File: config.mk
export PLATFORM = sky130hd
export DESIGN_NAME = servo_pwm_multi
export DESIGN_NICKNAME = d
export VERILOG_FILES = /design/src/rtl/servo_pwm_multi.sv
export SDC_FILE = /design/constraint.sdc
export NUM_CORES = 1
export LEC_CHECK = 0
export ABC_AREA = 1
export BUFFER_PORTS_ARGS = -buffer_cell sky130_fd_sc_hd__buf_4
export CORE_MARGIN = 2
export CORE_UTILIZATION = 60
export DETAILED_ROUTE_END_ITERATION = 8
export PLACE_DENSITY = 0.88
export SYNTH_ARGS = -nofsm -noshare
export SYNTH_HDL_FRONTEND = slang
export SYNTH_HIERARCHICAL = 1
export SYNTH_SLANG_ARGS = --single-unit
File: constraint.sdc
create_clock -name clk -period 4.2 [get_ports clk]
set_input_delay 0.63 -clock clk [delete_from_list [all_inputs] [get_ports clk]]
set_output_delay 0.63 -clock clk [all_outputs]
set_load 0.005 [all_outputs]
File: src/rtl/servo_pwm_multi.sv
// Multi-channel servo PWM: shared frame counter, per-channel slew-limited pulse width,
// valid/ready width commands and per-channel brake to neutral.

module servo_pwm_ch #(
  parameter int CNT_W         = 21,
  parameter int NEUTRAL_PULSE = 150_000,
  parameter int RAMP_STEP     = 2_000
) (
  input  logic             clk,
  input  logic             reset,
  input  logic             enable,
  input  logic             boundary,
  input  logic [CNT_W-1:0] counter,
  input  logic             wr,
  input  logic [CNT_W-1:0] wdata,
  input  logic             brake,
  output logic             pwm,
  output logic             at_target
);
  localparam logic [CNT_W-1:0] NEU  = CNT_W'(NEUTRAL_PULSE);
  localparam logic [CNT_W-1:0] STEP = CNT_W'(RAMP_STEP);

  logic [CNT_W-1:0] active, target, t, diff, nxt;

  // Ramp toward the write-first target so a command landing on the boundary counts now.
  always_comb begin
    t    = wr ? wdata : target;
    nxt  = active;
    diff = '0;
    if (RAMP_STEP == 0) begin
      nxt = t;
    end else if (t > active) begin
      diff = t - active;
      nxt  = (diff > STEP) ? active + STEP : t;
    end else if (t < active) begin
      diff = active - t;
      nxt  = (diff > STEP) ? active - STEP : t;
    end
  end

  always_ff @(posedge clk) begin
    if (reset) begin
      active <= NEU;
      target <= NEU;
      pwm    <= 1'b0;
    end else begin
      pwm <= enable && (counter < active);
      if (boundary && brake) begin
        active <= NEU;
        target <= NEU;
      end else begin
        if (wr)       target <= wdata;
        if (boundary) active <= nxt;
      end
    end
  end

  assign at_target = (active == target);
endmodule

module servo_pwm_multi #(
  parameter int NUM_CH        = 2,
  parameter int CNT_W         = 21,
  parameter int PERIOD_CYCLES = 2_000_000,
  parameter int MIN_PULSE     = 100_000,
  parameter int MAX_PULSE     = 200_000,
  parameter int NEUTRAL_PULSE = 150_000,
  parameter int RAMP_STEP     = 2_000,
  localparam int CH_W = (NUM_CH > 1) ? $clog2(NUM_CH) : 1
) (
  input  logic              clk,
  input  logic              reset,
  input  logic              enable,
  input  logic              cmd_valid,
  output logic              cmd_ready,
  input  logic [CH_W-1:0]   cmd_ch,
  input  logic [CNT_W-1:0]  cmd_width,
  input  logic [NUM_CH-1:0] brake,
  output logic [NUM_CH-1:0] pwm,
  output logic              frame_start,
  output logic [NUM_CH-1:0] at_target,
  output logic              cmd_err
);
  localparam logic [CNT_W-1:0] PER_M1 = CNT_W'(PERIOD_CYCLES - 1);
  localparam logic [CNT_W-1:0] MINP   = CNT_W'(MIN_PULSE);
  localparam logic [CNT_W-1:0] MAXP   = CNT_W'(MAX_PULSE);

  if (NUM_CH < 1 || NUM_CH > 8) begin : g_chk_nch
    $fatal(1, "servo_pwm_multi: NUM_CH out of range");
  end
  if (!(MIN_PULSE <= NEUTRAL_PULSE && NEUTRAL_PULSE <= MAX_PULSE && MAX_PULSE < PERIOD_CYCLES)) begin : g_chk_pulse
    $fatal(1, "servo_pwm_multi: pulse limits inconsistent");
  end
  if ((longint'(PERIOD_CYCLES) - 1) >= (longint'(1) << CNT_W)) begin : g_chk_cnt
    $fatal(1, "servo_pwm_multi: PERIOD_CYCLES does not fit CNT_W");
  end

  logic [CNT_W-1:0] counter, wdata;
  logic             boundary, accept, ch_bad;

  assign boundary = enable && (counter == PER_M1);
  assign accept   = cmd_valid && cmd_ready;
  assign wdata    = (cmd_width < MINP) ? MINP : (cmd_width > MAXP) ? MAXP : cmd_width;

  // A full power-of-two channel count cannot address a missing channel.
  if (NUM_CH == (1 << CH_W)) begin : g_ch_full
    assign ch_bad = 1'b0;
  end else begin : g_ch_part
    localparam logic [CH_W-1:0] NCH_L = CH_W'(NUM_CH);
    assign ch_bad = (cmd_ch >= NCH_L);
  end

  always_ff @(posedge clk) begin
    if (reset) begin
      counter     <= '0;
      frame_start <= 1'b0;
      cmd_ready   <= 1'b0;
      cmd_err     <= 1'b0;
    end else begin
      if (!enable || counter == PER_M1) counter <= '0;
      else                              counter <= counter + CNT_W'(1);
      frame_start <= enable && (counter == '0);
      cmd_ready   <= 1'b1;
      cmd_err     <= accept && ch_bad;
    end
  end

  for (genvar i = 0; i < NUM_CH; i++) begin : g_ch
    servo_pwm_ch #(
      .CNT_W(CNT_W), .NEUTRAL_PULSE(NEUTRAL_PULSE), .RAMP_STEP(RAMP_STEP)
    ) u_ch (
      .clk       (clk),
      .reset     (reset),
      .enable    (enable),
      .boundary  (boundary),
      .counter   (counter),
      .wr        (accept && !ch_bad && (cmd_ch == CH_W'(i))),
      .wdata     (wdata),
      .brake     (brake[i]),
      .pwm       (pwm[i]),
      .at_target (at_target[i])
    );
  end
endmodule

==> run metrics, run 1 <==
Final min period=4.03 ns; vias per cell=5.64; Area Overhead vs Synth=20.6%; area fraction of the dominant cell type after synthesis=21.8%; status=complete, no violations; GRT busiest layer=met2; post-route setup TNS=0 ns; Post-Syn Area=14,200 um^2; synth warn=6; routability cong.=1.05; CTS tree=yes; CP startpoint kind=primary input; Worst Setup End Kind=flop; area of the multi-input gates=10,700 um^2; register bit total from synthesis=109; Post-CTS Hold Buffers=0; vias in the first global route=14.7k; met2 Track Usage GR=57.2%; initial antenna violation count=0; Die Area=25,000 um^2; CTS root buffer=clkbuf_16; Routed wire per std cell=16.6 um; most common cell in the netlist=nand2_1; r2r setup slk=0.45 ns; filler cell count=1,984; clock tree buffer depth=2; Residual DRC=0; GR Util met1=55.2%; hold slack final=0.471 ns; period utilisation layout=95.9%; leading area contributor after synthesis=nand2_1; Overflow after GRT=0; layout cells sized above 1=17.2%; mean post-synth cell area=5.74 um^2; final net count=2,855; clock-pin slew on the worst setup and hold paths=0.08 ns; die width=158 um; IO Count=35; utilization after layout=73.3%; Post-synth top flop=dfxtp_1; Slew Viols, Final=0; Routed Antenna Nets=0; Max Fclk=248 MHz; Max VDD drop=0.174 mV; clock skew=0.0108 ns; Critical Path AT=4.28 ns; Hold Violations, Final=0; Worst-Skew Late Latency=0.37 ns; Ant. Diodes=0; largest net degree at the start of global routing=43; DIE HEIGHT=158 um; Total GRT Usage=38.5%; sequential share of the synthesized area=15.3%; Buffers on Ports=33; Core ar.=23,400 um^2; Max Cap Viol=0; area taken by flip-flops and latches=2180 um^2; DR vias=17.0k; first-pass GRT wire length=75.6 mm; dpl hpwl=39.5 mm; Hold WC Path Type=primary input to flop; num rows=56; worst endpoint required time=4.46 ns; Pleak=9.01 nW; cells after synthesis=2,479; total CTS buffers=9; relative max-transition margin=32.8%; H-tree level count=3; worst-path fanout max=16; top cells by area, synth=nand2_1, dfxtp_1, ha_1; first-pass iteration count of the detailed router=6; distinct cell type count after synthesis=45; count of final setup violators=0; Non-Filler Instances=3,015; CTS sink count=109; WL final=50.0 mm; ys async rst share=0%; initial DRC count=2,281; Synth top cells by count=nand2_1, inv_1, nand3_1; dpl cells=2,991; PD cells=226 nW/um^2; number of synthesized flops with an enable pin=0; Power, Total=3.88 mW; worst-margin pin slew=1.00 ns; met3 Usage GRT=8.98%; Initial Util=60.8%; crit path kind=primary input to flop
logic make-up (layout without fill, tap and decap cells):
logic type      after synthesis  in the layout  share of synthesized area (%)
flops                       109            109                           15.3
other cells                   1              7                         0.0264
fa+ha+maj                   136            136                           12.1
compound gates              272            272                           10.8
buf+inv                     468            679                           13.1
xor+xnor                    102            102                           6.28
simple gates               1391           1391                           42.4
worst max-delay path, cell delays in order:
cell      delay, ns
buf_4          0.14
inv_1          0.09
nand2_1        0.06
nor2_1         0.10
nand2_1        0.06
nand3_1        0.10
nand3_2        0.11
buf_12         0.17
nand2_1        0.05
nand2_1        0.08
inv_1          0.07
nand2_1        0.06
o21ai_0        0.13
inv_1          0.12
ha_2           0.45
nand2_2        0.13
nor2_2         0.14
buf_4          0.13
buf_4          0.10
nand2_1        0.04
o211ai_1       0.31
nand2_1        0.23
inv_1          0.16
nand2_1        0.09
and2_1         0.19
buf_12         0.15
a21oi_1        0.12
nor2_1         0.06
layout by cell type, fill, tap and decap left out, types with 11 or more instances in the layout:
| master | count |
|---|---|
| a21oi_1 | 130 |
| a21oi_2 | 11 |
| buf_4 | 249 |
| dfxtp_1 | 109 |
| ha_1 | 111 |
| ha_4 | 20 |
| inv_1 | 375 |
| inv_2 | 20 |
| nand2_1 | 809 |
| nand2_2 | 41 |
| nand3_1 | 201 |
| nand4_1 | 50 |
| nor2_1 | 174 |
| nor2_2 | 27 |
| nor2_4 | 17 |
| nor3_1 | 24 |
| o211ai_1 | 24 |
| o21ai_0 | 55 |
| o21ai_1 | 26 |
| xnor2_1 | 36 |
| xor2_1 | 66 |
state kept, by name (all words and copies together) (netlist names):
| name | count |
|---|---|
| frame_start | 1 |
| cmd_ready | 1 |
| g_ch.u_ch/target | 42 |
| counter | 21 |
| g_ch.u_ch/pwm | 2 |
| g_ch.u_ch/active | 42 |
layout make-up:
cell class,instances,share of cell area [%]
Sequential cell,109,12.7
Inverter,400,8.78
Timing Repair Buffer,263,12.2
Clock buffer,10,1.39
Clock inverter,6,0.445
Tap cell,319,2.33
Multi-Input combinational cell,1908,62.1
per-layer routing:
layer,vias to the layer above,wire length (um)
li1,8206,-
met1,7690,21500
met2,986,20900
met3,121,6210
met4,0,1350
met5,-,0
report_power, final:
part / switching, mW / internal, mW
logic: 1.14 / 0.733
registers: 0.0155 / 1.05
clock network: 0.453 / 0.491
total: 1.61 / 2.28
worst paths after layout:
kind                                        startpoint                                   end  depth (start not counted)
setup reg to reg                     cmd_ready$_DFF_P_   g_ch[1].u_ch/active[2]$_SDFFE_PP0P_                         24
hold reg to reg   g_ch[0].u_ch/active[20]$_SDFFE_PP0P_  g_ch[0].u_ch/active[20]$_SDFFE_PP0P_                          2
setup / recovery                         cmd_width[12]   g_ch[0].u_ch/active[0]$_SDFFE_PP0P_                         28
hold / removal                                   reset                     cmd_ready$_DFF_P_                          2
through the flow:
step           setup WS, ns  area (um^2)
6_report              0.172        17200
4_1_cts              0.0535        16600
3_3_place_gp         -0.157        16300
5_1_grt             -0.0758        17200
2_1_floorplan         0.353        14300
3_5_place_dp         -0.264        16300
what timing repair did:
action,CTS,global route
buffers inserted,0,7
setup endpoints to repair,0,42
gates resized for setup,0,122
Note: power is estimated with default switching activity, not from simulation.
==> run 2, diff against run 1 <==
--- a/config.mk
+++ b/config.mk
@@ -9,6 +9,7 @@
 export BUFFER_PORTS_ARGS = -buffer_cell sky130_fd_sc_hd__buf_4
 export CORE_MARGIN = 2
 export CORE_UTILIZATION = 60
+export CTS_BUF_LIST = sky130_fd_sc_hd__clkbuf_4 sky130_fd_sc_hd__clkbuf_8
 export DETAILED_ROUTE_END_ITERATION = 8
 export PLACE_DENSITY = 0.88
 export SYNTH_ARGS = -nofsm -noshare
==> run 2 against run 1 <==
Net effect: the run now ends with DRC left; flip-flop and latch count is the same; critical path type unchanged; routed wire length is 1.2% lower; utilization decreased by 0.99 points; critical path depth up 6; non-clock buffer count down 2.
==> run metrics, run 2 (synthesis results as in run 1) <==
status=complete, but fails checks; failing checks=DRC; Total GRT Usage=38.1%; Net Sw Power=1.57 mW; Worst-Skew Late Latency=0.41 ns; combinational power share=50.7%; clock-pin slew on the worst setup and hold paths=0.12 ns; Area Overhead vs Synth=19.0%; internal power=2.08 mW; Hold Violations, Final=0; fin area=16,900 um^2; met1 wire length=21.3 mm; Pleak=8.94 nW; Overflow after GRT=0; count of final setup violators=0; WL final=49.4 mm; worst endpoint required time=4.50 ns; clock share of power=20.0%; DP Area=16,300 um^2; largest registers=g_ch.u_ch/active: 42 flops, g_ch.u_ch/target: 42 flops, counter: 21 flops; Residual DRC=3; period utilisation layout=97.6%; PD cells=215 nW/um^2; CTS sink count=109; H-tree level count=3; clock skew=0.0190 ns; initial DRC count=2,137; area taken by flip-flops and latches=2180 um^2; Max Cap Viol=0; Initial Util=60.8%; initial antenna violation count=0; cell repeated most along the worst path=nand2_1; Post-CTS Hold Buffers=0; filler cell count=2,049; Ant. Diodes=0; Routed wire per std cell=16.4 um; CTS root buffer=clkbuf_8; die width=158 um; largest net degree at the start of global routing=43; hold path start=reset; r2r endpoint=g_ch[0].u_ch/active[5]$_SDFFE_PP1P_; r2r setup slk=0.40 ns; IO Count=35; CP startpoint kind=primary input; commonest non-fill, non-tap cell in the layout=nand2_1; Hold WC Path Type=primary input to flop; clock tree buffer depth=2; vias in the first global route=14.7k; DIE HEIGHT=158 um; DR vias=16.9k; utilization after layout=72.4%; num rows=56; top sig layer=met5; first-pass iteration count of the detailed router=9; vias per cell=5.61; Hold Path Stages=2; largest stage delay on the critical path=0.26 ns; Worst Hold Path EP=cmd_ready$_DFF_P_; worst-path fanout max=16; Max VDD drop=0.153 mV; worst-margin pin slew=0.988 ns; layout cells sized above 1=16.7%; dpl hpwl=39.5 mm; Worst Setup End Kind=flop; first-pass GRT wire length=75.0 mm; Die Area=25,000 um^2; Critical Path AT=4.40 ns; routability cong.=1.05; most frequent cells in the layout=nand2_1, inv_1, buf_4, nand3_1, nor2_1; total CTS buffers=9; Max Fclk=244 MHz; Final min period=4.10 ns; crit path kind=primary input to flop; reg2reg start=cmd_ready$_DFF_P_; Buffers on Ports=33; Slew Viols, Final=0; Core ar.=23,400 um^2; Routed Antenna Nets=0; Met3 Wirelength=6.34 mm; relative max-transition margin=33.5%; sequential power share=29.3%; CTS tree=yes; routed wl met2=20.6 mm; switching share of total power=43.0%; worst reg2reg path depth=24; final net count=2,853; area of the multi-input gates=10,600 um^2; CP max-delay cell=a21oi_1
-- run 2: cell type report --
class	instances	area share, %
Multi-Input combinational cell	1908	62.3
Sequential cell	109	12.9
Clock buffer	10	0.813
Clock inverter	6	0.451
Inverter	400	8.90
Timing Repair Buffer	261	12.3
Tap cell	319	2.36
-- run 2: worst max path at each step --
| stage | from | endpoint | slack, ns |
|---|---|---|---|
| 3_5_place_dp | cmd_width[20] | g_ch[1].u_ch/active[15]$_SDFFE_PP0P_ | -0.26 |
| 4_1_cts | cmd_width[20] | g_ch[1].u_ch/active[10]$_SDFFE_PP0P_ | 0.10 |
| 5_1_grt | cmd_width[12] | g_ch[0].u_ch/active[3]$_SDFFE_PP0P_ | -0.05 |
| 3_3_place_gp | cmd_width[20] | g_ch[1].u_ch/active[12]$_SDFFE_PP0P_ | -0.16 |
| 6_report | cmd_width[12] | g_ch[0].u_ch/active[0]$_SDFFE_PP0P_ | 0.10 |
| 2_1_floorplan | cmd_width[12] | g_ch[1].u_ch/active[7]$_SDFFE_PP1P_ | 0.35 |
-- run 2: metrics by stage --
| step | std cells | setup TNS, ns | power, mW | hold WS (ns) | setup slack (ns) |
|---|---|---|---|---|---|
| 6_report | 3013 | 0 | 3.65 | 0.426 | 0.103 |
| 5_1_grt | 3013 | -0.361 | 3.86 | 0.420 | -0.0545 |
| 4_1_cts | 3007 | 0 | 3.53 | 0.418 | 0.104 |
| 3_5_place_dp | 2991 | -7.84 | 2.81 | 0.487 | -0.264 |
| 3_3_place_gp | 2991 | -3.43 | 2.78 | 0.478 | -0.157 |
| 2_1_floorplan | 2485 | 0 | 2.15 | 0.469 | 0.353 |
-- run 2: critical path, delay by kind of cell --
kind / cells / cell delay, ns
buffers and inverters: 7 / 0.90
AND/OR/NAND/NOR: 24 / 2.20
adder cells (fa/ha/maj): 1 / 0.20
AO/OA/AOI/OAI: 2 / 0.43
-- run 2: per-layer routing --
metal  vias up  GRT usage [%]
met4         2           10.5
met2      1003           56.4
li1       8204              -
met5         -              0
met3       104           9.33
met1      7593           54.8
-- run 2: power groups by stage --
stage / Combinational, mW / Sequential [mW] / Clock [mW]
3_3_place_gp: 1.69 / 1.09 / 0
4_1_cts: 1.73 / 1.07 / 0.737
2_1_floorplan: 1.07 / 1.09 / 0
3_5_place_dp: 1.72 / 1.09 / 0
6_report: 1.85 / 1.07 / 0.730
5_1_grt: 2.02 / 1.07 / 0.771
-- run 2: what timing repair did --
item,CTS,global route
endpoints found under the setup margin,0,42
resized for setup,0,95
buffers inserted,0,5
